$ cat config.mk
export PLATFORM = sky130hd
export DESIGN_NAME = fetch_buffer
export DESIGN_NICKNAME = d
export VERILOG_FILES = /design/src/rtl/fetch_pkg.sv /design/src/rtl/fetch_fifo.sv /design/src/rtl/fetch_buffer.sv
export SDC_FILE = /design/constraint.sdc
export NUM_CORES = 1
export LEC_CHECK = 0
export ABC_AREA = 1
export CAP_MARGIN = 20
export CORE_MARGIN = 2
export CORE_UTILIZATION = 57
export DETAILED_ROUTE_END_ITERATION = 8
export GPL_TIMING_DRIVEN = 0
export PLACE_DENSITY = 0.85
export SLEW_MARGIN = 20
export SYNTH_ARGS = -nofsm -noshare
export SYNTH_HDL_FRONTEND = slang
export SYNTH_SLANG_ARGS = --single-unit
$ cat constraint.sdc
create_clock -name clk -period 6.8 [get_ports clk]
set_input_delay 0.68 -clock clk [delete_from_list [all_inputs] [get_ports clk]]
set_output_delay 0.68 -clock clk [all_outputs]
set_load 0.02 [all_outputs]
$ cat src/rtl/fetch_pkg.sv
// Shared types and constants for the fetch buffer.
package fetch_pkg;

   localparam int          FETCH_W   = 32;
   localparam logic [31:0] NOP_INSTR = 32'h0000_0013;  // addi x0,x0,0

   typedef struct packed {
      logic [FETCH_W-1:0] instr;
      logic [FETCH_W-1:0] pc;
      logic [FETCH_W-1:0] pc_plus4;
   } fetch_entry_t;

endpackage

$ cat src/rtl/fetch_fifo.sv
// Circular entry store with read/write pointers and occupancy count.
// Storage is not reset; only the pointers and count are.
module fetch_fifo
   import fetch_pkg::*;
#(
   parameter int  DEPTH   = 4,
   parameter type entry_t = fetch_entry_t,
   localparam int AW      = $clog2(DEPTH)
) (
   input  logic        clk,
   input  logic        rst,
   input  logic        push,
   input  logic        pop,
   input  logic        flush,
   input  entry_t      wdata,
   output entry_t      rdata,
   output logic [AW:0] count
);

   entry_t          mem [DEPTH];
   logic   [AW-1:0] wr_ptr, rd_ptr;
   logic            push_ok, pop_ok;

   // Guard against overflow/underflow so callers cannot corrupt the count.
   assign push_ok = push && (count != (AW+1)'(DEPTH));
   assign pop_ok  = pop  && (count != '0);
   assign rdata   = mem[rd_ptr];

   // Entry write; data-only, no reset needed.
   always_ff @(posedge clk) begin
      if (push_ok && !flush) mem[wr_ptr] <= wdata;
   end

   // Pointer and count update; flush wins over push/pop.
   always_ff @(posedge clk or negedge rst) begin
      if (!rst) begin
         wr_ptr <= '0;
         rd_ptr <= '0;
         count  <= '0;
      end else if (flush) begin
         wr_ptr <= '0;
         rd_ptr <= '0;
         count  <= '0;
      end else begin
         if (push_ok) wr_ptr <= wr_ptr + AW'(1);
         if (pop_ok)  rd_ptr <= rd_ptr + AW'(1);
         case ({push_ok, pop_ok})
            2'b10:   count <= count + (AW+1)'(1);
            2'b01:   count <= count - (AW+1)'(1);
            default: count <= count;
         endcase
      end
   end

endmodule

$ cat src/rtl/fetch_buffer.sv
// Fetch-to-decode instruction queue: push/pop handshake, flush, and the
// optional same-cycle bypass enabled by macro FETCH_BUFFER_BYPASS_EN.
module fetch_buffer
   import fetch_pkg::*;
#(
   parameter int WIDTH = 32,
   parameter int DEPTH = 4
) (
   input  logic             clk,
   input  logic             rst,
   input  logic [WIDTH-1:0] PCF,
   input  logic [WIDTH-1:0] InstrF,
   input  logic             FetchValidF,
   input  logic             StallD,
   input  logic             FlushD,
   output logic             StallF,
   output logic             ValidD,
   output logic [WIDTH-1:0] InstrD,
   output logic [WIDTH-1:0] PCD,
   output logic [WIDTH-1:0] PCPlus4D
);

   localparam int AW = $clog2(DEPTH);

   typedef struct packed {
      logic [WIDTH-1:0] instr;
      logic [WIDTH-1:0] pc;
      logic [WIDTH-1:0] pc_plus4;
   } entry_t;

   entry_t        wentry, head;
   logic [AW:0]   count;
   logic          empty, push, pop;

   // PC+4 wraps naturally at 2^WIDTH.
   assign wentry = '{instr: InstrF, pc: PCF, pc_plus4: PCF + WIDTH'(4)};
   assign empty  = (count == '0);
   assign StallF = (count == (AW+1)'(DEPTH));

   // Handshake decode and output mux (NOP/zeros when nothing valid).
   always_comb begin
      push     = FetchValidF && !StallF && !FlushD;
      pop      = !empty && !StallD && !FlushD;
      ValidD   = !empty;
      InstrD   = head.instr;
      PCD      = head.pc;
      PCPlus4D = head.pc_plus4;
      if (empty) begin
         InstrD   = WIDTH'(NOP_INSTR);
         PCD      = '0;
         PCPlus4D = '0;
      end
`ifdef FETCH_BUFFER_BYPASS_EN
      // Empty queue: forward the fetch directly; store it only if decode stalls.
      if (empty && FetchValidF && !FlushD) begin
         ValidD   = 1'b1;
         InstrD   = wentry.instr;
         PCD      = wentry.pc;
         PCPlus4D = wentry.pc_plus4;
         push     = StallD;
      end
`endif
   end

   fetch_fifo #(
      .DEPTH   (DEPTH),
      .entry_t (entry_t)
   ) u_fifo (
      .clk   (clk),
      .rst   (rst),
      .push  (push),
      .pop   (pop),
      .flush (FlushD),
      .wdata (wentry),
      .rdata (head),
      .count (count)
   );

endmodule

==> flow_metrics.tcl, run 1 <==
set metrics [dict create \
    status "finished, final reports clean" \
    dp_slack_ps 3610 \
    ios 167 \
    syn_nets 1427 \
    rsz0062_at_grt "no" \
    synth.top_cells.by_area "edfxtp_1 (71%), nor2_1 (9.7%), o21ai_0 (5.5%)" \
    top_layer "met4" \
    diodes 0 \
    die_y_um 171 \
    ys_seq_elements 383 \
    die_x_um 171 \
    ant_nets 0 \
    period_share_pct 55.0 \
    syn_area_um2 15900 \
    synth.top_cells.by_count "nor2_1 (412), edfxtp_1 (376), o21ai_0 (173), nand2_1 (95), a21oi_1 (94)" \
    reg2reg_from "u_fifo.count[0]" \
    clk_pin_slew_ps 60 \
    cap_violations 0 \
    cts_buffers 38 \
    hold_viol 0 \
    portBuffers 166 \
    synth_top_area_cell "edfxtp_1" \
    cts_buffer_depth 3 \
    syn2layout_area_growth_pct 23.3 \
    grt_overflow 0 \
    ys_warn_count 0 \
    cts_root_buf "clkbuf_16" \
    synthFlopType "edfxtp_1" \
    syn_area_per_cell_um2 11.7 \
    dr.pass1.iters 6 \
    yosysMostFrequentCell "nor2_1" \
    cts_hold_buf 0 \
    grt_max_degree 26 \
    wl_per_cell_um 20.3 \
    slew_viol_final 0 \
    reg2reg_depth 7 \
    timing.rr.end "u_fifo.mem[1][25]" \
    critical_path_class "flip-flop to output port" \
    drc_errors 0 \
    place_congestion 0.903 \
    wl_met3_um 3800 \
    rows 61 \
    coreArea_um2 27600 \
    grt_pass1_wl_um 60500 \
    powerDensity_nw_per_um2 393 \
    dieArea_um2 29200 \
    first_global_vias 11200 \
    crit_fanout 10 \
    cp.required_ps 6120 \
    drive_gt1_share_pct 8.43 \
    postSynth.asyncResetShare_pct 1.83 \
    drtIter0Drc 1208 \
    fin_worst_skew_ps 15.8 \
    r2r_slack_ps 4430 \
    min_path_type "primary input to asynchronous set/reset pin" \
    synth_edf_count 376 \
    vias_per_cell 5.70 \
    initial_core_util_pct 57.4 \
    worst_ep_arrival_time_ps 3060 \
    start_kind "flip-flop" \
    num-nets-final 1650 \
    cts.sinks 383 \
    power_leakage_nw 6.84 \
    final_util_pct 70.8 \
    period_minus_slack_ps 3740 \
    htreeDepth 2 \
    clock.fmax_mhz 267 \
    endpoint_kind "output port" \
    worst_pin_slew_ps 701 \
    netlist.area_leader.share_pct 71.2 \
    cts_resized 0 \
    cts_tree "built" \
    num_vias 11300 \
    synth_cells 1352 \
    postCtsSetupBuffers 0 \
    wl_um 40200 \
    wirelength_met1_um 15100 \
    synthDistinctLibCells 33 \
    ir_worst_vdd_mv 0.285 \
    antenna_found_initial 0 \
    n_fill_cell 1865 \
    met2WireLength_um 20000 \
    slew_headroom_pct 53.2 \
    clk_latency_ps 520 \
    finalWorstSetupSlack_ps 3060 \
    setup_viol 0 \
    whs_ps 436 \
    track_usage_pct 27.6 \
    dpl.hpwl_um 27300 \
    ys_seq_area_share_pct 72.3 \
]
==> area by class of cell <==
cell class	instances	area (um^2)	area share [%]
Timing Repair Buffer	183	2070	10.6
Clock buffer	51	1020	5.22
Multi-Input combinational cell	860	3950	20.2
Buffer	73	348	1.78
Sequential cell	383	11500	58.6
Clock inverter	15	101	0.518
Inverter	36	135	0.691
Tap cell	378	473	2.42
==> power by group <==
group / total (W) / switching, W / internal [W]
Sequential: 0.00279 / 0.0000399 / 0.00275
Clock: 0.00192 / 0.000827 / 0.00109
Combinational: 0.00298 / 0.00186 / 0.00112
Total: 0.00768 / 0.00273 / 0.00496
==> registers in the layout, indices dropped and copies added, names as in the netlist <==
| name | count |
|---|---|
| u_fifo.rd_ptr | 2 |
| u_fifo.wr_ptr | 2 |
| u_fifo.count | 3 |
| u_fifo.mem | 376 |
==> routing by layer <==
metal	vias to the layer above	global-route usage (%)
met5	-	0
met4	0	9.99
met3	82	3.91
met2	667	47.9
met1	5373	35.7
li1	5163	-
==> cell usage in the layout (no fill, tap or decap), types with 2 or more instances in the layout <==
master             n
a21oi_1           94
buf_1              3
buf_12             6
buf_16            10
buf_2             44
buf_4              3
clkbuf_1          34
clkbuf_16         39
clkdlybuf4s50_1  166
clkinv_1           6
clkinv_2           5
clkinvlp_4         2
dfrtp_1            7
edfxtp_1         376
ha_1               5
inv_1             32
inv_2              4
nand2_1           95
nand2_4            2
nand3_1           11
nand3_2            2
nand3b_1          11
nand4_1            2
nor2_1           408
nor2_2             2
nor2_4             6
nor3_1             8
nor3_4             2
o21ai_0          173
o21ai_1           16
o311ai_1           2
xnor2_1            5
xor2_1            10
==> logic make-up after synthesis <==
kind of cell               count (synthesis)  share of synthesized area [%]
AOI/OAI and AO/OA                        286                           9.09
xor gates and xnor gates                  16                          0.930
adders and majority gates                  6                          0.520
buffers and inverters                    109                           3.04
DFF                                      383                           72.3
and+or+nand+nor                          552                           14.2
==> stage by stage <==
step           TNS [ps]  instances  total power [W]  instance area (um^2)
6_report              0       1979          0.00768                 19600
5_1_grt               0       1979          0.00800                 19600
4_1_cts               0       1979          0.00769                 19600
3_5_place_dp          0       1913          0.00579                 18400
3_3_place_gp    -691670       1896          0.00570                 18000
2_1_floorplan         0       1352          0.00441                 15900
==> worst max path at each step <==
stage / start / endpoint / slack [ps]
floorplan: FetchValidF / u_fifo.mem[0][10] / 1360
CTS: u_fifo.rd_ptr[0] / PCD[11] / 3070
finish: u_fifo.rd_ptr[0] / PCD[11] / 3060
global placement: FlushD / u_fifo.mem[1][54] / -2030
detailed placement: PCF[2] / u_fifo.mem[1][16] / 3610
global route: u_fifo.rd_ptr[0] / PCPlus4D[1] / 2960
==> worst max-delay path, stage by stage, from the launching register on <==
cell,delay [ps]
dfrtp_1,400
inv_2,240
buf_4,320
clkbuf_1,450
o21ai_0,200
a21oi_1,260
clkdlybuf4s50_1,660
Note: power is estimated with default switching activity, not from simulation.
==> inputs of run 2 (changes only) <==
CORE_UTILIZATION = 51   (was 57)
PLACE_DENSITY = 0.81   (was 0.85)
clock period = 3.28 ns   (was 6.8 ns; I/O delays follow)
==> flow_metrics.tcl, run 2 (synthesized netlist as in run 1, its figures left out) <==
set metrics [dict create \
    num_vias 11200 \
    crit_buf_inv 4 \
    fin_worst_skew_ps 9.05 \
    final-seq-area_um2 11500 \
    num-nets-final 1651 \
    dpl.hpwl_um 27300 \
    slew_headroom_pct 55.2 \
    cp_slowest_cell "clkdlybuf4s50_1" \
    wl_per_cell_um 20.7 \
    initial_core_util_pct 51.9 \
    rows 64 \
    cap_violations 0 \
    worst_ep_arrival_time_ps 2850 \
    ir_worst_vdd_mv 0.682 \
    power_w 0.0164 \
    crit_fanout 10 \
    setup_viol 0 \
    place_congestion 0.926 \
    final_common_cell "nor2_1" \
    diodes 0 \
    cts.sinks 383 \
    postLayoutCellArea_um2 19700 \
    status "finished, final reports clean" \
    cts_buffer_depth 3 \
    drive_gt1_share_pct 9.43 \
    dr.pass1.iters 5 \
    largest-register "u_fifo.mem" \
    final_cells 1997 \
    htreeDepth 2 \
    cts_root_buf "clkbuf_16" \
    endpoint_kind "output port" \
    coreArea_um2 30600 \
    start_kind "flip-flop" \
    drtIter0Drc 1241 \
    cts_hold_buf 0 \
    hold_viol 0 \
    finalWorstSetupSlack_ps 104 \
    cts_buffers 40 \
    dp_slack_ps 319 \
    critical_path_class "flip-flop to output port" \
    ios 167 \
    postCtsSetupBuffers 0 \
    multiInputGateArea_um2 3960 \
    die_y_um 180 \
    n_fill_cell 2239 \
    grt_pass1_wl_um 63300 \
    period_minus_slack_ps 3180 \
    path_delay_family "buffers and inverters" \
    grt_max_degree 25 \
    final_util_pct 64.4 \
    place_area_um2 18400 \
    die_x_um 180 \
    clk_pin_slew_ps 60 \
    rsz0062_at_grt "yes" \
    cp.required_ps 2950 \
    powerDensity_nw_per_um2 835 \
    power_leakage_nw 6.91 \
    clk_latency_ps 520 \
    wl_um 41400 \
    vias_per_cell 5.63 \
    dp_cells 1930 \
    timing.rr.end "u_fifo.mem[1][22]" \
    cp.depth 7 \
    period_share_pct 96.8 \
    reg2reg_from "u_fifo.count[0]" \
    first_global_vias 11300 \
    reg2reg_depth 8 \
    cts_tree "built" \
    endpoint "PCPlus4D[0]" \
    clock.fmax_mhz 315 \
    largestRegisters "u_fifo.mem: 376 flops, u_fifo.count: 3 flops" \
    r2r_slack_ps 770 \
    worstPathCellList "nor2_1, nand2_1, inv_2, buf_2, a21oi_1, buf_4, clkdlybuf4s50_1" \
    largest_reg_flops 376 \
    layout_common_cells "nor2_1 (408), edfxtp_1 (376), o21ai_0 (173)" \
    slew_viol_final 0 \
    track_usage_pct 25.2 \
    portBuffers 166 \
    crit_path_max_incr_delay_ps 520 \
    ant_nets 0 \
    grt_overflow 0 \
    syn2layout_area_growth_pct 24.2 \
    dieArea_um2 32500 \
    worst_pin_slew_ps 670 \
    antenna_found_initial 0 \
    cp-startpoint "u_fifo.count[0]" \
    drc_errors 0 \
    min_path_type "primary input to asynchronous set/reset pin" \
]
[run 2: changes by cell type in the layout (fill, tap and decap cells not counted), sizes merged]
cell,change
buf,-2
bufinv,+3
clkinv,+2
clkinvlp,-1
inv,-2
[run 2: per-stage QoR]
stage               hold WS [ps]  setup TNS (ps)
floorplan                   32.4         -118110
global placement             524         -943910
detailed placement           542               0
CTS                         68.5               0
global route                84.0           -85.4
finish                      69.7               0
[run 2: how the worst min path moves through the flow]
stage	slack (ps)	end	start
CTS	70	u_fifo.count[2]	rst
global placement	520	u_fifo.count[1]	u_fifo.count[1]
floorplan	30	u_fifo.count[0]	rst
finish	70	u_fifo.rd_ptr[1]	rst
detailed placement	540	u_fifo.count[2]	u_fifo.count[2]
global route	80	u_fifo.count[2]	rst
[run 2: cell type report]
type	count	area share [%]
buffer	73	1.84
clock buffer	50	5.53
clock inverter	17	0.965
inverter	36	0.692
multi-input combinational	860	20.1
sequential	383	58.2
tap	396	2.51
timing repair buffer	182	10.2
[run 2: layer usage]
metal / up-vias / track usage (%) / share of wire (%)
met2: 560 / 42.6 / 49
met4: 0 / 7.97 / 2.5
met3: 80 / 4.39 / 8.7
li1: 5169 / - / -
met5: - / 0 / 0
met1: 5426 / 33.4 / 40
[run 2: what timing repair did]
action | CTS | global route
endpoints found under the setup margin | 29 | 37
gates cloned | 0 | 0
gates resized for setup | 6 | 9
endpoints found under the hold margin | 0 | 0
[run 2: where the power goes]
| group | switching [W] | internal, W | total (W) |
|---|---|---|---|
| combinational | 0.00389 | 0.00232 | 0.00621 |
| clock | 0.00179 | 0.00266 | 0.00445 |
| sequential | 0.0000867 | 0.00570 | 0.00579 |
[run 2: worst reg2reg max path, delay by kind of cell (launching register included)]
family / cells / cell delay [ps]
buffers and inverters: 4 / 900
flip-flops: 1 / 430
AND/OR/NAND/NOR: 4 / 860
==> inputs of run 3 (changes only) <==
CTS_CLUSTER_DIAMETER = 100   (was unset)
==> results of run 3 <==
No change in the layout: final DEF, timing and power equal those of run 2.
==> patch 1: new RTL, flow settings as in run 2 <==
`DEPTH` is set to 4 in 2 places; all go to 2.
--- a/src/rtl/fetch_fifo.sv
+++ b/src/rtl/fetch_fifo.sv
@@ -3,7 +3,7 @@
 module fetch_fifo
    import fetch_pkg::*;
 #(
-   parameter int  DEPTH   = 4,
+   parameter int  DEPTH   = 2,
    parameter type entry_t = fetch_entry_t,
    localparam int AW      = $clog2(DEPTH)
 ) (
--- a/src/rtl/fetch_buffer.sv
+++ b/src/rtl/fetch_buffer.sv
@@ -4,7 +4,7 @@
    import fetch_pkg::*;
 #(
    parameter int WIDTH = 32,
-   parameter int DEPTH = 4
+   parameter int DEPTH = 2
 ) (
    input  logic             clk,
    input  logic             rst,
Formal check against the unedited RTL: not equivalent (a bounded check fails within 4 cycles, from zero or initial values and one cycle with rst low).
==> patch 1 against run 2 <==
Final area down 45%. Wire length decreased by 54%. Largest cell class unchanged. Total power shrank 51%. Sequential cell count down 191. Cell count fell by 43%. Synthesized cell count down 47%. Worst setup slack improved by 0.28 ns. Critical path type unchanged. Highest routed layer unchanged. Via count down 47%. Critical path depth shrank 1. Core utilization is 4.2 points higher. Area after synthesis is 49% lower.
==> patch 1: results (changes against run 2) <==
[drt]
drt_iter0_markers = 434  ; was 1,241
wirelength_mm = 19.1  ; was 41.4 mm
via_count = 5912  ; was 11,235
wl_per_cell_um = 16.7  ; was 20.7 µm

[setup_path]
critPathArrivalTime_ns = 2.56  ; was 2.85 ns
critPathLaunch = u_fifo.rd_ptr$_DFFE_PN0P_  ; was u_fifo.count[0]$_DFFE_PN0P_
timing.critical_path.to = PCPlus4D[1]  ; was PCPlus4D[0]
worst_r2r_path_depth = 5  ; was 8
critical_path_peak_fanout = 10  ; unchanged

[clock_tree]
htree_levels = 4  ; was 2
cts_buffers = 17  ; was 40
cts_resized = 0  ; was 6
clock_latency_ns = 0.42  ; was 0.52 ns
clockBufferDepth = 2  ; was 3

[layout]
drive_gt1_share_pct = 8.53  ; was 9.43%
fin_nets = 984  ; was 1,651
largestRegisters = u_fifo.mem (188), u_fifo.count (2)  ; was u_fifo.mem (376), u_fifo.count (3)

[synth]
yosys_warnings = 0  ; unchanged
synth-edff-count = 188  ; was 376
syn_nets = 792  ; was 1,427
synthTopCellsByCount = 284 x nand2_1, 188 x edfxtp_1, 91 x a21oi_1  ; was 412 x nor2_1, 376 x edfxtp_1, 173 x o21ai_0
synth.distinct_cells = 23  ; was 33
synth-main-ff-cell = edfxtp_1  ; unchanged
async_flop_share_pct = 2.08  ; was 1.83%
ys_top_cells_by_area = edfxtp_1 69%, nand2_1 13%, a21oi_1 5.6%  ; was edfxtp_1 71%, nor2_1 9.7%, o21ai_0 5.5%
ys_seq_area_share_pct = 70.7  ; was 72.3%

[run_status]
status = finished clean  ; unchanged

[place]
dp_hpwl_mm = 13.5  ; was 27.3 mm
dp_slack_ns = 0.795  ; was 0.319 ns
place_inst = 1111  ; was 1,930
placed_area_um2 = 10200  ; was 18,400 µm²
gp_congestion = 0.864  ; was 0.926

[timing]
worst_pin_slew_ns = 0.722  ; was 0.670 ns
max_freq_mhz = 346  ; was 315 MHz
finalClockSkew_ns = 0.00787  ; was 0.00905 ns

[power]
irDropWorstVdd_mv = 0.403  ; was 0.682 mV
power.static_leakage_nw = 3.91  ; was 6.91 nW

[global_routing]
first_global_vias = 5598  ; was 11,321
grt_pass1_wl_mm = 28.3  ; was 63.3 mm
grt_max_degree = 28  ; was 25
grt_usage_pct = 22.5  ; was 25.2%

patch 1: changes by cell type in the layout (fill, tap and decap cells not counted), sizes merged, moves of 4 or more:
cell    before  now
buf         66   32
clkbuf      73   26
edfxtp     376  188
ha           5    1
inv         35   23
nand2       98  286
nor2       417   51
nor3        10    0
o21ai      189    2
patch 1: routing by layer:
layer	global-route usage (%)	up-vias	wire length, µm
met5	0	-	0
met4	8.03	0	410
met3	5.33	34	1280
met2	38.9	213	9720
met1	27.8	2823	7690
li1	-	2842	-
patch 1: power by group through the flow:
stage	clock network, mW	logic [mW]	registers, mW
3_5_place_dp	0	3.14	3.04
4_1_cts	1.93	3.16	2.99
6_report	1.90	3.14	2.99
3_3_place_gp	0	3.06	3.06
5_1_grt	2.02	3.36	3.00
2_1_floorplan	0	1.65	3.04
patch 1: final cells by class:
cell class / count / area (µm²)
inverters: 22 / 82.6
multi-input cells: 475 / 2120
plain buffers: 33 / 198
well taps: 216 / 270
clock buffers: 18 / 429
repair buffers: 173 / 1820
clock inverters: 13 / 118
fillers: 1124 / 4930
flip-flops and latches: 192 / 5750
patch 1: critical path: stages, from the launching register on:
cell and delay [ns]:
dfrtp_1 0.33, buf_2 0.21, clkbuf_1 0.45, nand2_1 0.10, a21oi_1 0.30, buf_4 0.16, clkdlybuf4s50_1 0.58
patch 1: logic make-up (layout without fill, tap and decap cells):
| logic type | count (synthesis) | in the layout | synth area share, % |
|---|---|---|---|
| AO/OA/AOI/OAI | 94 | 94 | 5.82 |
| flip-flops | 192 | 192 | 70.7 |
| buffers and inverters | 55 | 259 | 3.45 |
| AND/OR/NAND/NOR | 363 | 363 | 18.1 |
| adder cells (fa/ha/maj) | 1 | 1 | 0.154 |
| XOR/XNOR | 17 | 17 | 1.83 |
patch 1: worst min path at each step:
| stage | startpoint | endpoint | slack (ns) | cells past startpoint |
|---|---|---|---|---|
| final | rst | u_fifo.wr_ptr$_DFFE_PN0P_ | 0.11 | 1 |
| after global routing | rst | u_fifo.wr_ptr$_DFFE_PN0P_ | 0.11 | 1 |
| after CTS | rst | u_fifo.wr_ptr$_DFFE_PN0P_ | 0.1 | 1 |
| after detailed placement | rst | u_fifo.wr_ptr$_DFFE_PN0P_ | 0.55 | 1 |
| after global placement | rst | u_fifo.wr_ptr$_DFFE_PN0P_ | 0.55 | 1 |
| after floorplan | rst | u_fifo.count[0]$_DFFE_PN0P_ | 0.03 | 0 |
==> patch 2: new RTL, settings of run 2 <==
Without the edit above. Make the reset (`rst`) synchronous in one clocked block.
--- a/src/rtl/fetch_fifo.sv
+++ b/src/rtl/fetch_fifo.sv
@@ -32,7 +32,7 @@
    end
 
    // Pointer and count update; flush wins over push/pop.
-   always_ff @(posedge clk or negedge rst) begin
+   always_ff @(posedge clk) begin
       if (!rst) begin
          wr_ptr <= '0;
          rd_ptr <= '0;
Check against the original RTL: differs if rst is asserted again (counterexample within 4 cycles, from zero or initial values and one cycle with rst low); with rst held inactive, the same outputs for 4 cycles.
==> patch 2 against run 2 <==
Cell count rose by 0.50%. Die area down 0.16%. Wire length down 4.3%. Hold slack better by 0.37 ns. Register-to-register slack got worse by 0.17 ns. Maximum frequency increased by 0.94%. Final area fell by 0.12%. Sequential cell count increased by 2. Area after synthesis decreased by 0.17%. Worst setup slack better by 0.029 ns.
Power is not compared: it rests on default switching activity, and its combinational part moved more than twofold at a synthesized area within 25%.
==> patch 2: results (changes against run 2) <==
[layout]
buffers = 254  ; was 255
fin_nets = 1660  ; was 1,651
regArea_um2 = 11500  ; about the same
bufAreaShareNonClock_pct = 12.4  ; was 12.0%
nClkBuffers = 48  ; was 50
seq_cells = 385  ; was 383
nNonClkInverters = 40  ; was 36
drive_gt1_share_pct = 9.00  ; was 9.43%
stdcell_count = 2007  ; was 1,997
nFillCells = 2178  ; was 2,239

[setup_path]
rrSetupSlack_ns = 0.60  ; was 0.77 ns
worst_r2r_path_depth = 7  ; was 8
max_stage_delay_ns = 0.59  ; was 0.52 ns
critical_path_peak_fanout = 17  ; was 10

[drt]
dr_wl_met2_mm = 19.1  ; was 20.4 mm
detail_route.vias_per_cell = 5.58  ; was 5.63
wl_per_cell_um = 19.7  ; was 20.7 µm

[synth]
synth.distinct_cells = 25  ; was 33
synth_top_area_share_pct = 71.3  ; was 71.2%
syn_nets = 1437  ; was 1,427
avgSynthCellArea_um2 = 11.6  ; was 11.7 µm²

[global_routing]
grt_pass1_wl_mm = 60.6  ; was 63.3 mm
first_global_vias = 10849  ; was 11,321
use_met2_pct = 39.4  ; was 42.6%
grt_usage_pct = 24.1  ; was 25.2%

[run_status]
status = finished clean  ; unchanged

[timing]
final_min_period_over_clock_period_pct = 95.9  ; was 96.8%
hold_ws_ns = 0.444  ; was 0.0697 ns

[place]
place_inst = 1939  ; was 1,930

[patch 2: cell types whose count changed in the layout (fill, tap and decap cells not counted), sizes merged, moves of 3 or more]
cell / delta
a21oi: +11
buf: +4
clkbuf: -7
dfrtp: -7
dfxtp: +9
inv: +6
nand2: +8
nand3b: -6
nor3: -9
o21ai: +3
o311ai: -3
[patch 2: cell families after synthesis]
| family | count (synthesis) | synth area share (%) |
|---|---|---|
| simple gates | 543 | 13.2 |
| flops | 385 | 72.4 |
| compound gates | 297 | 9.38 |
| buf+inv | 113 | 3.52 |
| xor+xnor | 16 | 0.885 |
| fa+ha+maj | 7 | 0.600 |
[patch 2: power breakdown]
group | switching, mW | internal, mW | total [mW]
combinational | 0.439 | 0.275 | 0.714
sequential | 0.0220 | 5.50 | 5.53
clock | 1.80 | 2.57 | 4.37
[patch 2: what timing repair did]
item	4_1_cts	5_1_grt
setup endpoints to repair	1	1
resized for setup	0	1
cloned	0	0
pin swaps	0	0
